File: src/rtl/mod_sched_pkg.sv
// -----------------------------------------------------------------------------
// mod_sched_pkg
//   Shared types and constants of the modulation segment scheduler.
//   - mod_sched_state_t : scheduler FSM states (RUN, PENDING, STOPPED)
//   - REP_INFINITE      : REP value meaning "loop forever"
//   - eff_div()         : maps a FREQ_DIV of 0 onto 1
// -----------------------------------------------------------------------------
package mod_sched_pkg;

  typedef enum logic [1:0] {
    RUN     = 2'd0,
    PENDING = 2'd1,
    STOPPED = 2'd2
  } mod_sched_state_t;

  localparam logic [31:0] REP_INFINITE = 32'hFFFF_FFFF;
  localparam int          IDX_W        = 15;

  function automatic logic [31:0] eff_div(input logic [31:0] div);
    return (div == 32'd0) ? 32'd1 : div;
  endfunction

endpackage

File: src/rtl/mod_settings_pkg.sv
// -----------------------------------------------------------------------------
// mod_settings_pkg
//   Settings published by the controller for the two modulation segments.
//   UPDATE is a one-cycle strobe; all other fields are levels that are
//   sampled only on the UPDATE cycle.
//
//   CYCLE_x    : last sample index of segment x (length - 1)
//   FREQ_DIV_x : STEP divide ratio of segment x (0 behaves as 1)
//   REP_x      : loops after activation (32'hFFFF_FFFF = infinite, 0 = one loop)
// -----------------------------------------------------------------------------
package mod_settings_pkg;

  typedef struct packed {
    logic        UPDATE;
    logic        REQ_RD_SEGMENT;
    logic [14:0] CYCLE_0;
    logic [31:0] FREQ_DIV_0;
    logic [31:0] REP_0;
    logic [14:0] CYCLE_1;
    logic [31:0] FREQ_DIV_1;
    logic [31:0] REP_1;
  } mod_settings_t;

endpackage

File: src/rtl/mod_sched_divider.sv
// -----------------------------------------------------------------------------
// mod_sched_divider
//   32-bit STEP divider. The count advances on every STEP and wraps to 0 when
//   it reaches div-1; that STEP produces the sample event sev (combinational,
//   the parent registers everything derived from it).
//
//   Ports:
//     clk   in   clock
//     rst   in   asynchronous active-high reset
//     clr   in   synchronous clear, wins over step
//     step  in   base sampling tick
//     div   in   effective divide ratio, always >= 1
//     sev   out  sample event, high during the STEP that completes division
// -----------------------------------------------------------------------------
module mod_sched_divider (
  input  logic        clk,
  input  logic        rst,
  input  logic        clr,
  input  logic        step,
  input  logic [31:0] div,
  output logic        sev
);

  logic [31:0] cnt;

  // ">=" rather than "==": after a same-segment UPDATE lowers the ratio the
  // count may already be past the new terminal value; it then wraps on the
  // next STEP instead of running through the full 32-bit range.
  assign sev = step && (cnt >= (div - 32'd1));

  always_ff @(posedge clk or posedge rst) begin
    if (rst) begin
      cnt <= '0;
    end else if (clr) begin
      cnt <= '0;
    end else if (step) begin
      cnt <= sev ? 32'd0 : (cnt + 32'd1);
    end
  end

endmodule

File: src/rtl/mod_segment_scheduler.sv
// -----------------------------------------------------------------------------
// mod_segment_scheduler
//   Plays back one of two modulation segments: divides STEP by the active
//   segment's FREQ_DIV, walks IDX from 0 to CYCLE, counts loops against REP
//   and switches segment on request.
//
//   Build option MOD_SCHED_IMMEDIATE_SWITCH_EN:
//     undefined : a segment-changing UPDATE waits for the next loop boundary
//                 (PENDING state), or the next sample event when STOPPED.
//     defined   : a segment-changing UPDATE switches one cycle after the strobe.
//
//   Ports:
//     CLK           in   system clock
//     RST           in   asynchronous active-high reset
//     STEP          in   one-cycle base sampling tick
//     MOD_SETTINGS  in   segment configuration, UPDATE is a one-cycle strobe
//     IDX           out  current sample index in the active segment
//     SEGMENT       out  active segment
//     IDX_VALID     out  one-cycle pulse when IDX/SEGMENT advance or change
//     SWITCHED      out  one-cycle pulse on the cycle a switch takes effect
//     STOP          out  high while halted after a finite REP ran out
//     state_dbg     out  current FSM state
//
//   Interface semantics: there is no valid/ready handshake. STEP and UPDATE
//   are fire-and-forget strobes that are always accepted in the cycle they are
//   high; IDX_VALID is a pure strobe with no back-pressure. All outputs are
//   registered.
// -----------------------------------------------------------------------------
module mod_segment_scheduler
  import mod_sched_pkg::*;
  import mod_settings_pkg::*;
(
  input  logic                CLK,
  input  logic                RST,
  input  logic                STEP,
  input  mod_settings_t       MOD_SETTINGS,
  output logic [IDX_W-1:0]    IDX,
  output logic                SEGMENT,
  output logic                IDX_VALID,
  output logic                SWITCHED,
  output logic                STOP,
  output mod_sched_state_t    state_dbg
);

  // ---------------------------------------------------------------------------
  // State
  // ---------------------------------------------------------------------------
  mod_sched_state_t state;
  logic             pend_seg;   // segment to switch to
  logic             stop_sw;    // switch requested while STOPPED
  logic [31:0]      loop_cnt;

  // Latched per-segment parameters, indexed by segment number.
  logic [IDX_W-1:0] cyc_r [2];
  logic [31:0]      div_r [2];
  logic [31:0]      rep_r [2];

  logic [IDX_W-1:0] act_cyc;
  logic [31:0]      act_div;
  logic [31:0]      act_rep;
  logic             sev;

  assign act_cyc   = cyc_r[SEGMENT];
  assign act_div   = eff_div(div_r[SEGMENT]);
  assign act_rep   = rep_r[SEGMENT];
  assign state_dbg = state;

  // ---------------------------------------------------------------------------
  // Next-state signals
  // ---------------------------------------------------------------------------
  mod_sched_state_t n_state;
  logic             n_seg;
  logic             n_pend;
  logic             n_stop_sw;
  logic [IDX_W-1:0] n_idx;
  logic [31:0]      n_loop;
  logic             n_valid;
  logic             n_sw;
  logic             div_clr;
  logic             sw_now;
  logic             same_seg;
  logic             lat0;
  logic             lat1;
  logic [IDX_W-1:0] req_cyc;
  logic [IDX_W-1:0] n_cyc [2];
  logic [31:0]      n_div [2];
  logic [31:0]      n_rep [2];

  mod_sched_divider u_divider (
    .clk  (CLK),
    .rst  (RST),
    .clr  (div_clr),
    .step (STEP),
    .div  (act_div),
    .sev  (sev)
  );

  // The STEP/SEV part is evaluated first with the current parameters and
  // state; an UPDATE in the same cycle is then applied on top of that result.
  always_comb begin
    n_state   = state;
    n_seg     = SEGMENT;
    n_pend    = pend_seg;
    n_stop_sw = stop_sw;
    n_idx     = IDX;
    n_loop    = loop_cnt;
    n_valid   = 1'b0;
    n_sw      = 1'b0;
    div_clr   = 1'b0;
    sw_now    = 1'b0;
    same_seg  = 1'b0;
    lat0      = 1'b0;
    lat1      = 1'b0;
    req_cyc   = '0;
    n_cyc[0]  = cyc_r[0];
    n_cyc[1]  = cyc_r[1];
    n_div[0]  = div_r[0];
    n_div[1]  = div_r[1];
    n_rep[0]  = rep_r[0];
    n_rep[1]  = rep_r[1];

    // ---- sample event ----
    if (sev) begin
      if (state == STOPPED) begin
        // Halted: only a switch requested while stopped can wake us up.
        sw_now = stop_sw;
      end else if (IDX < act_cyc) begin
        n_idx   = IDX + 15'd1;
        n_valid = 1'b1;
      end else if (state == PENDING) begin
        // A pending switch beats STOPPED entry at the same boundary.
        sw_now = 1'b1;
      end else if ((act_rep != REP_INFINITE) && (loop_cnt == act_rep)) begin
        n_state = STOPPED;
        n_idx   = act_cyc;
      end else begin
        n_idx   = '0;
        n_loop  = loop_cnt + 32'd1;
        n_valid = 1'b1;
      end
    end

    if (sw_now) begin
      n_seg     = pend_seg;
      n_idx     = '0;
      n_loop    = '0;
      div_clr   = 1'b1;
      n_sw      = 1'b1;
      n_valid   = 1'b1;
      n_state   = RUN;
      n_stop_sw = 1'b0;
    end

    // ---- settings update ----
    if (MOD_SETTINGS.UPDATE) begin
      same_seg = (MOD_SETTINGS.REQ_RD_SEGMENT == n_seg);
      // The non-active segment is always re-latched; the active one only when
      // it is the one being requested.
      lat0     = (n_seg != 1'b0) || same_seg;
      lat1     = (n_seg != 1'b1) || same_seg;
      req_cyc  = MOD_SETTINGS.REQ_RD_SEGMENT ? MOD_SETTINGS.CYCLE_1
                                             : MOD_SETTINGS.CYCLE_0;
      if (lat0) begin
        n_cyc[0] = MOD_SETTINGS.CYCLE_0;
        n_div[0] = MOD_SETTINGS.FREQ_DIV_0;
        n_rep[0] = MOD_SETTINGS.REP_0;
      end
      if (lat1) begin
        n_cyc[1] = MOD_SETTINGS.CYCLE_1;
        n_div[1] = MOD_SETTINGS.FREQ_DIV_1;
        n_rep[1] = MOD_SETTINGS.REP_1;
      end

      if (same_seg) begin
        // Re-arm the active segment: also cancels any pending switch.
        n_loop    = '0;
        n_state   = RUN;
        n_stop_sw = 1'b0;
        if (n_idx > req_cyc) begin
          n_idx   = '0;
          n_valid = 1'b1;
        end
      end else begin
`ifdef MOD_SCHED_IMMEDIATE_SWITCH_EN
        n_seg     = MOD_SETTINGS.REQ_RD_SEGMENT;
        n_idx     = '0;
        n_loop    = '0;
        div_clr   = 1'b1;
        n_sw      = 1'b1;
        n_valid   = 1'b1;
        n_state   = RUN;
        n_stop_sw = 1'b0;
`else
        n_pend = MOD_SETTINGS.REQ_RD_SEGMENT;
        case (n_state)
          RUN:     n_state   = PENDING;
          PENDING: n_state   = PENDING;
          STOPPED: n_stop_sw = 1'b1;
          default: n_state   = RUN;
        endcase
`endif
      end
    end
  end

  // ---------------------------------------------------------------------------
  // Registers
  // ---------------------------------------------------------------------------
  always_ff @(posedge CLK or posedge RST) begin
    if (RST) begin
      state     <= RUN;
      SEGMENT   <= 1'b0;
      pend_seg  <= 1'b0;
      stop_sw   <= 1'b0;
      IDX       <= '0;
      loop_cnt  <= '0;
      IDX_VALID <= 1'b0;
      SWITCHED  <= 1'b0;
      STOP      <= 1'b0;
      cyc_r[0]  <= '0;
      div_r[0]  <= 32'd1;
      rep_r[0]  <= REP_INFINITE;
      cyc_r[1]  <= '0;
      div_r[1]  <= 32'd1;
      rep_r[1]  <= REP_INFINITE;
    end else begin
      state     <= n_state;
      SEGMENT   <= n_seg;
      pend_seg  <= n_pend;
      stop_sw   <= n_stop_sw;
      IDX       <= n_idx;
      loop_cnt  <= n_loop;
      IDX_VALID <= n_valid;
      SWITCHED  <= n_sw;
      STOP      <= (n_state == STOPPED);
      cyc_r[0]  <= n_cyc[0];
      div_r[0]  <= n_div[0];
      rep_r[0]  <= n_rep[0];
      cyc_r[1]  <= n_cyc[1];
      div_r[1]  <= n_div[1];
      rep_r[1]  <= n_rep[1];
    end
  end

endmodule

File: config.mk
export PLATFORM = sky130hd
export DESIGN_NAME = mod_segment_scheduler
export DESIGN_NICKNAME = d
export VERILOG_FILES = /design/src/rtl/mod_sched_pkg.sv /design/src/rtl/mod_settings_pkg.sv /design/src/rtl/mod_sched_divider.sv /design/src/rtl/mod_segment_scheduler.sv
export SDC_FILE = /design/constraint.sdc
export NUM_CORES = 1
export LEC_CHECK = 0
export ABC_AREA = 1
export BUFFER_PORTS_ARGS = -buffer_cell sky130_fd_sc_hd__clkbuf_2
export CAP_MARGIN = 0
export CORE_UTILIZATION = 64
export DETAILED_ROUTE_END_ITERATION = 8
export PLACE_DENSITY = 0.87
export SYNTH_ARGS = -nofsm -noshare
export SYNTH_HDL_FRONTEND = slang
export SYNTH_SLANG_ARGS = --single-unit
File: constraint.sdc
create_clock -name CLK -period 14 [get_ports CLK]
set_input_delay 1.4 -clock CLK [delete_from_list [all_inputs] [get_ports CLK]]
set_output_delay 1.4 -clock CLK [all_outputs]
set_load 0.05 [all_outputs]
**Word-level counts from Yosys, hierarchy flattened**

Cells that the tools add are included.
W data, S select, Z words.

- Register bits after elaboration: 245
- Input bits: 163
- Word-level logic and storage cells: 105

- Add/subtract/negate cells: 4
- Magnitude comparators: 4
- Equality and inequality tests: 8
- Multiplexer cells: 59
- Bitwise operators: 3
- Reduce and logical (&&, ||, !) cells: 11

Operators with widths:

| operator | count |
|---|---|
| $mux W32 | 18 |
| $mux W15 | 13 |
| $add A32 B1 Y32 const B | 2 |
| $eq A32 B32 Y1 | 1 |
| $ge A32 B32 Y1 | 1 |
| $logic_not A32 Y1 | 1 |
| $ne A32 B32 Y1 const B | 1 |
| $sub A32 B1 Y32 const B | 1 |
| $mux W1 | 19 |
| $mux W2 | 8 |
| $add A15 B1 Y15 const B | 1 |
| $gt A15 B15 Y1 | 1 |
| $lt A15 B15 Y1 | 1 |
| $eq A2 B2 Y1 const B | 3 |
| $reduce_and A2 Y1 | 3 |
| $eq A2 B1 Y1 const B | 2 |
| $pmux W2 S2 | 1 |
| $ge A2 B2 Y1 const B | 1 |
| $logic_and A1 B1 Y1 | 2 |
| $logic_not A2 Y1 | 1 |
| $logic_or A1 B1 Y1 | 2 |
| $not A1 Y1 | 2 |
| $not A1 Y2 | 1 |
| $reduce_bool A2 Y1 | 1 |
| 2 further kinds | 2 |

**Logic depth before layout (Yosys ltp)**

- Depth after elaboration: 18
- Mapped depth: 48
- Gate-level depth less buffers: 45

**By module**

Synthesis repeated with hierarchy kept, for this count alone.

- Cell total of the unflattened synthesis: 2160
- Area total of the unflattened synthesis: 16181.8 µm²

By module, submodules not included:

| module | times used | cells an instance | area an instance (µm²) | sequential area each (µm²) |
|---|---|---|---|---|
| mod_segment_scheduler | 1 | 1580 | 12513.3 | 5412.7 |
| mod_sched_divider | 1 | 580 | 3668.5 | 800.8 |

**Worst setup path after synthesis**

No wires, ideal clock.

- Path type: register -> register
- Start: register SEGMENT
- End: register cyc_r[16] (netlist bit)
- Setup time: 125 ps
- Arrival time: 5737 ps
- Data required time: 13875 ps
- Setup slack: 8138 ps
- Stages on the path, launching flop included: 37
- Path buffers: 7
- Path through: dfrtp_1 buf_6 buf_4 buf_2 nand2_1 nand2_1 nor2_1 nand2_1 nor4_1 nand4_1 nand2_1 inv_2 ha_1 nand2_1 nor2_2 nand2_2 nor2_2 nand2_1 nor4_4 nand2_1 xor2_1 ha_1 nand2_1 inv_1 nand4_1 a21oi_1 nor2_1 a21oi_2 nand2_2 buf_2 o21ai_0 ha_1 or2_2 clkbuf_1 clkbuf_1 buf_1 mux2_2

- Longest elaborated chain between the ends: 14
- Elaborated cells on any way between the ends: 20
- Those cells by class: add/sub: 1; order compare: 2; eq/ne: 1; mux: 11; bitwise: 1; reduce/logical: 4

RTL lines:

| element | line | RTL |
|---|---|---|
| from (decl) | mod_segment_scheduler.sv:38 | `output logic SEGMENT,` |
| from (signal assigned) | mod_segment_scheduler.sv:228 | `SEGMENT <= n_seg;` |
| $not A1 Y2 (not written as such) | mod_segment_scheduler.sv:63, mod_segment_scheduler.sv:64 |  |
| $mux W32 (not written as such) (3 in a row) | mod_segment_scheduler.sv:64 | `assign act_div = eff_div(div_r[SEGMENT]);` |
| $logic_not A32 Y1 | mod_sched_pkg.sv:20 | `return (div == 32'd0) ? 32'd1 : div;` |
| $mux W32 | mod_sched_pkg.sv:20 |  |
| $sub A32 B1 Y32 | mod_sched_divider.sv:29 | `assign sev = step && (cnt >= (div - 32'd1));` |
| $ge A32 B32 Y1 | mod_sched_divider.sv:29 |  |
| $logic_and A1 B1 Y1 | mod_sched_divider.sv:29 |  |
| $mux W1 | mod_segment_scheduler.sv:123 | `if (sev) begin` |
| $mux W1 * | mod_segment_scheduler.sv:143 | `if (sw_now) begin` |
| $eq A1 B1 Y1 | mod_segment_scheduler.sv:156 | `same_seg = (MOD_SETTINGS.REQ_RD_SEGMENT == n_seg);` |
| $logic_or A1 B1 Y1 * | mod_segment_scheduler.sv:159 | `lat0 = (n_seg != 1'b0) \|\| same_seg;` |
| $reduce_and A2 Y1 (no source line) * | -- |  |
| to (decl) | mod_segment_scheduler.sv:54 | `logic [IDX_W-1:0] cyc_r [2];` |

Mark *: on every way between the ends. The rest lies on a longest branch, timed or not. The select of a mux whose other input is x is not followed.
A chain may end at the register's enable or synchronous reset.

**Final worst setup path**

- Start: register SEGMENT
- End: register IDX[10]

- Longest elaborated chain between the ends: 16
- Elaborated cells on any way between the ends: 34
- Those cells by class: add/sub: 1; order compare: 3; eq/ne: 3; mux: 23; bitwise: 1; reduce/logical: 3

RTL lines:

| element | line | RTL |
|---|---|---|
| parallel branches: the longest is 15 deep, another holds $sub A32 B1 Y32 | -- |  |
| $mux W15 * | mod_segment_scheduler.sv:155 | `if (MOD_SETTINGS.UPDATE) begin` |
| via n_idx[10] | mod_segment_scheduler.sv:75 | `logic [IDX_W-1:0] n_idx;` |
| to (signal assigned) | mod_segment_scheduler.sv:231 | `IDX <= n_idx;` |
| to (decl) | mod_segment_scheduler.sv:37 | `output logic [IDX_W-1:0] IDX,` |

Mark *: on every way through the listed nets, which the timed path passes. The select of a mux whose other input is x is not followed.

==> impl_metrics.tcl <==
set metrics [dict create \
    status "complete, no violations" \
    wl_met3_um 3170 \
    synthCells 1950 \
    drt_iter0_markers 1486 \
    worst_path_max_delay_cell "nor2_1" \
    grt_overflow 0 \
    clock_path_buffers 3 \
    crit_type "flip-flop to flip-flop" \
    maxCapViolations 0 \
    report.final.hold_viol_count 0 \
    first_pass_iters 8 \
    via_per_inst 5.80 \
    critPathMaxFanout 72 \
    critPathRequiredTime_ps 14460 \
    yosysTopAreaCellShare 0.292 \
    postCtsSetupBuffers 0 \
    worst_slew_pin_slew_ps 958 \
    synth_top_area_cell "dfrtp_1" \
    p_total_mw 2.79 \
    die_y_um 157 \
    path_clk_slew_ps 60 \
    final_cell_area_um2 17300 \
    synth_cell_types 51 \
    ios 184 \
    multiInputGateArea_um2 8080 \
    peakVddDrop_mv 0.118 \
    setup_viol 0 \
    hold_class "flip-flop to flip-flop" \
    cts_resized 0 \
    r2r_end "IDX[10]$_DFF_PP0_" \
    placed_area_um2 16400 \
    drc_errors 0 \
    htreeDepth 1 \
    top_layer_used "met5" \
    p_per_area_nw_per_um2 162 \
    dpl_worst_slack_ps 6270 \
    wl_per_cell_um 18.7 \
    postCtsHoldBufs 0 \
    cts_tree "done" \
    rsz0062_at_grt "false" \
    synth_area_leaders "dfrtp_1 29%, nand2_1 14%, dfstp_2 11%" \
    core_area_um2 23500 \
    crit_path_max_incr_delay_ps 750 \
    wl_met2_um 22200 \
    nets 2339 \
    ys_ff_latch 245 \
    layoutNonFillerInstCount 2451 \
    grt_max_degree 108 \
    seqCellArea_um2 6220 \
    hold_path_depth 2 \
    cts.sinks 245 \
    fmax_mhz 127 \
    critPathMostFrequentCell "nand2_1" \
    fillers 1834 \
    hold_start "rep_r[45]$_DFFE_PP1P_" \
    grt_pass1_wl_um 72300 \
    finish.utilization 0.736 \
    clock_latency_ps 550 \
    ys_seq_area_frac 0.404 \
    p_leak_nw 8.51 \
    yosysMostFrequentCell "nand2_1" \
    io_buffers 183 \
    drt-met1-wl_um 18400 \
    hold_ws_ps 475 \
    syn_area_um2 15400 \
    ff2ff_setup_slack_ps 6100 \
    yosys-top-cells-count "557 x nand2_1, 216 x nor2_1, 187 x inv_1" \
    synth_edf_count 0 \
    grt_antenna_before_repair 3 \
    critPathCaptureType "flip-flop" \
    reg2regPathDepth 41 \
    ys.flop_type "dfrtp_1" \
    placed_cells 2399 \
    setup_tns_ps 0 \
    yosys_warnings 0 \
    grt.total_usage 0.379 \
    syn_nets 2180 \
    fin_crit_sh 0.564 \
    rows 56 \
    cts_buffers 27 \
    wl_um 45900 \
    dpl.hpwl_um 34300 \
    postSynthAreaPerCell_um2 7.88 \
    drive_above_1_share 0.219 \
    startpoint_type "flip-flop" \
    first_global_vias 14000 \
    worstReg2RegStart "SEGMENT$_DFF_PP0_" \
    die_x_um 157 \
    die_area_um2 24600 \
    skew_ps 7.42 \
    root_buffer "clkbuf_16" \
    syn_to_final_growth_pct 12.4 \
    worstHoldEndpoint "rep_r[45]$_DFFE_PP1P_" \
    async_flop_share 1.00 \
    cp.arrival_ps 8360 \
    gp_congestion 0.990 \
    vias 14200 \
    final_max_slew_viol_count 0 \
    relSlewSlack 0.359 \
    initial_core_util 0.655 \
    finalWorstSetupSlack_ps 6100 \
    ant_nets 0 \
    finalCriticalPeriod_ps 7900 \
]
-- layout make-up --
type / count / share of cell area
antenna: 2 / 0.000290
clock buffer: 36 / 0.0440
clock inverter: 14 / 0.00594
inverter: 191 / 0.0424
multi-input combinational: 1453 / 0.468
sequential: 245 / 0.360
tap: 319 / 0.0231
timing repair buffer: 191 / 0.0565
-- flip-flops by register name (all words and copies together), names as in the netlist --
signal,flops
div_r,64
rep_r,64
stop_sw,1
cyc_r,30
state_dbg,2
IDX_VALID,1
pend_seg,1
SEGMENT,1
SWITCHED,1
u_divider.cnt,32
loop_cnt,32
IDX,15
STOP,1
-- worst max-delay path, delay by kind of cell, from the launching register on --
family                     cells  cell delay [ps]
and+or+nand+nor               28             4180
buffers and inverters          6             1450
adders and majority gates      3              880
DFF                            1              640
AOI/OAI and AO/OA              3              460
xor gates and xnor gates       1              140
-- cell families after synthesis --
| kind of cell | share of synthesized area |
|---|---|
| and+or+nand+nor | 0.273 |
| adders and majority gates | 0.0546 |
| muxes | 0.100 |
| xor gates and xnor gates | 0.0228 |
| buffers and inverters | 0.0703 |
| AOI/OAI and AO/OA | 0.0749 |
| DFF | 0.404 |
-- where the power goes --
| group | internal (mW) | switching (mW) |
|---|---|---|
| combinational | 0.382 | 0.730 |
| sequential | 0.867 | 0.123 |
| clock | 0.399 | 0.295 |
-- metal layers --
metal	vias to the layer above	GRT usage
met1	6744	0.478
met5	-	0
met4	2	0.171
met2	648	0.647
met3	127	0.0520
li1	6694	-
-- worst max path at each step --
| stage | end | startpoint | slack [ps] |
|---|---|---|---|
| final | IDX[10]$_DFF_PP0_ | SEGMENT$_DFF_PP0_ | 6100 |
| after CTS | IDX[10]$_DFF_PP0_ | SEGMENT$_DFF_PP0_ | 6200 |
| after detailed placement | IDX[5]$_DFF_PP0_ | SEGMENT$_DFF_PP0_ | 6270 |
| after global placement | IDX[14]$_DFF_PP0_ | SEGMENT$_DFF_PP0_ | 6290 |
| after global routing | IDX[10]$_DFF_PP0_ | SEGMENT$_DFF_PP0_ | 5260 |
| after floorplan | IDX[0]$_DFF_PP0_ | RST | 5980 |
-- cells in the final DEF, fill, tap and decap left out, types with 12 or more instances in the layout --
| cell type | synthesis | layout |
|---|---|---|
| o21ai_0 | 80 | 80 |
| a31oi_1 | 15 | 15 |
| nand4_1 | 34 | 34 |
| nand2_1 | 557 | 557 |
| xnor2_1 | 14 | 14 |
| mux2i_1 | 14 | 14 |
| clkbuf_16 | 0 | 27 |
| nand3_1 | 93 | 93 |
| mux2_2 | 124 | 124 |
| xor2_1 | 26 | 26 |
| nor2_1 | 216 | 216 |
| dfrtp_1 | 179 | 178 |
| nor3_1 | 31 | 31 |
| ha_1 | 67 | 67 |
| a21oi_1 | 90 | 90 |
| dfstp_2 | 66 | 66 |
| inv_1 | 187 | 186 |
| o21ai_1 | 12 | 12 |
| clkbuf_2 | 0 | 183 |
(Power assumes the default switching activity.)
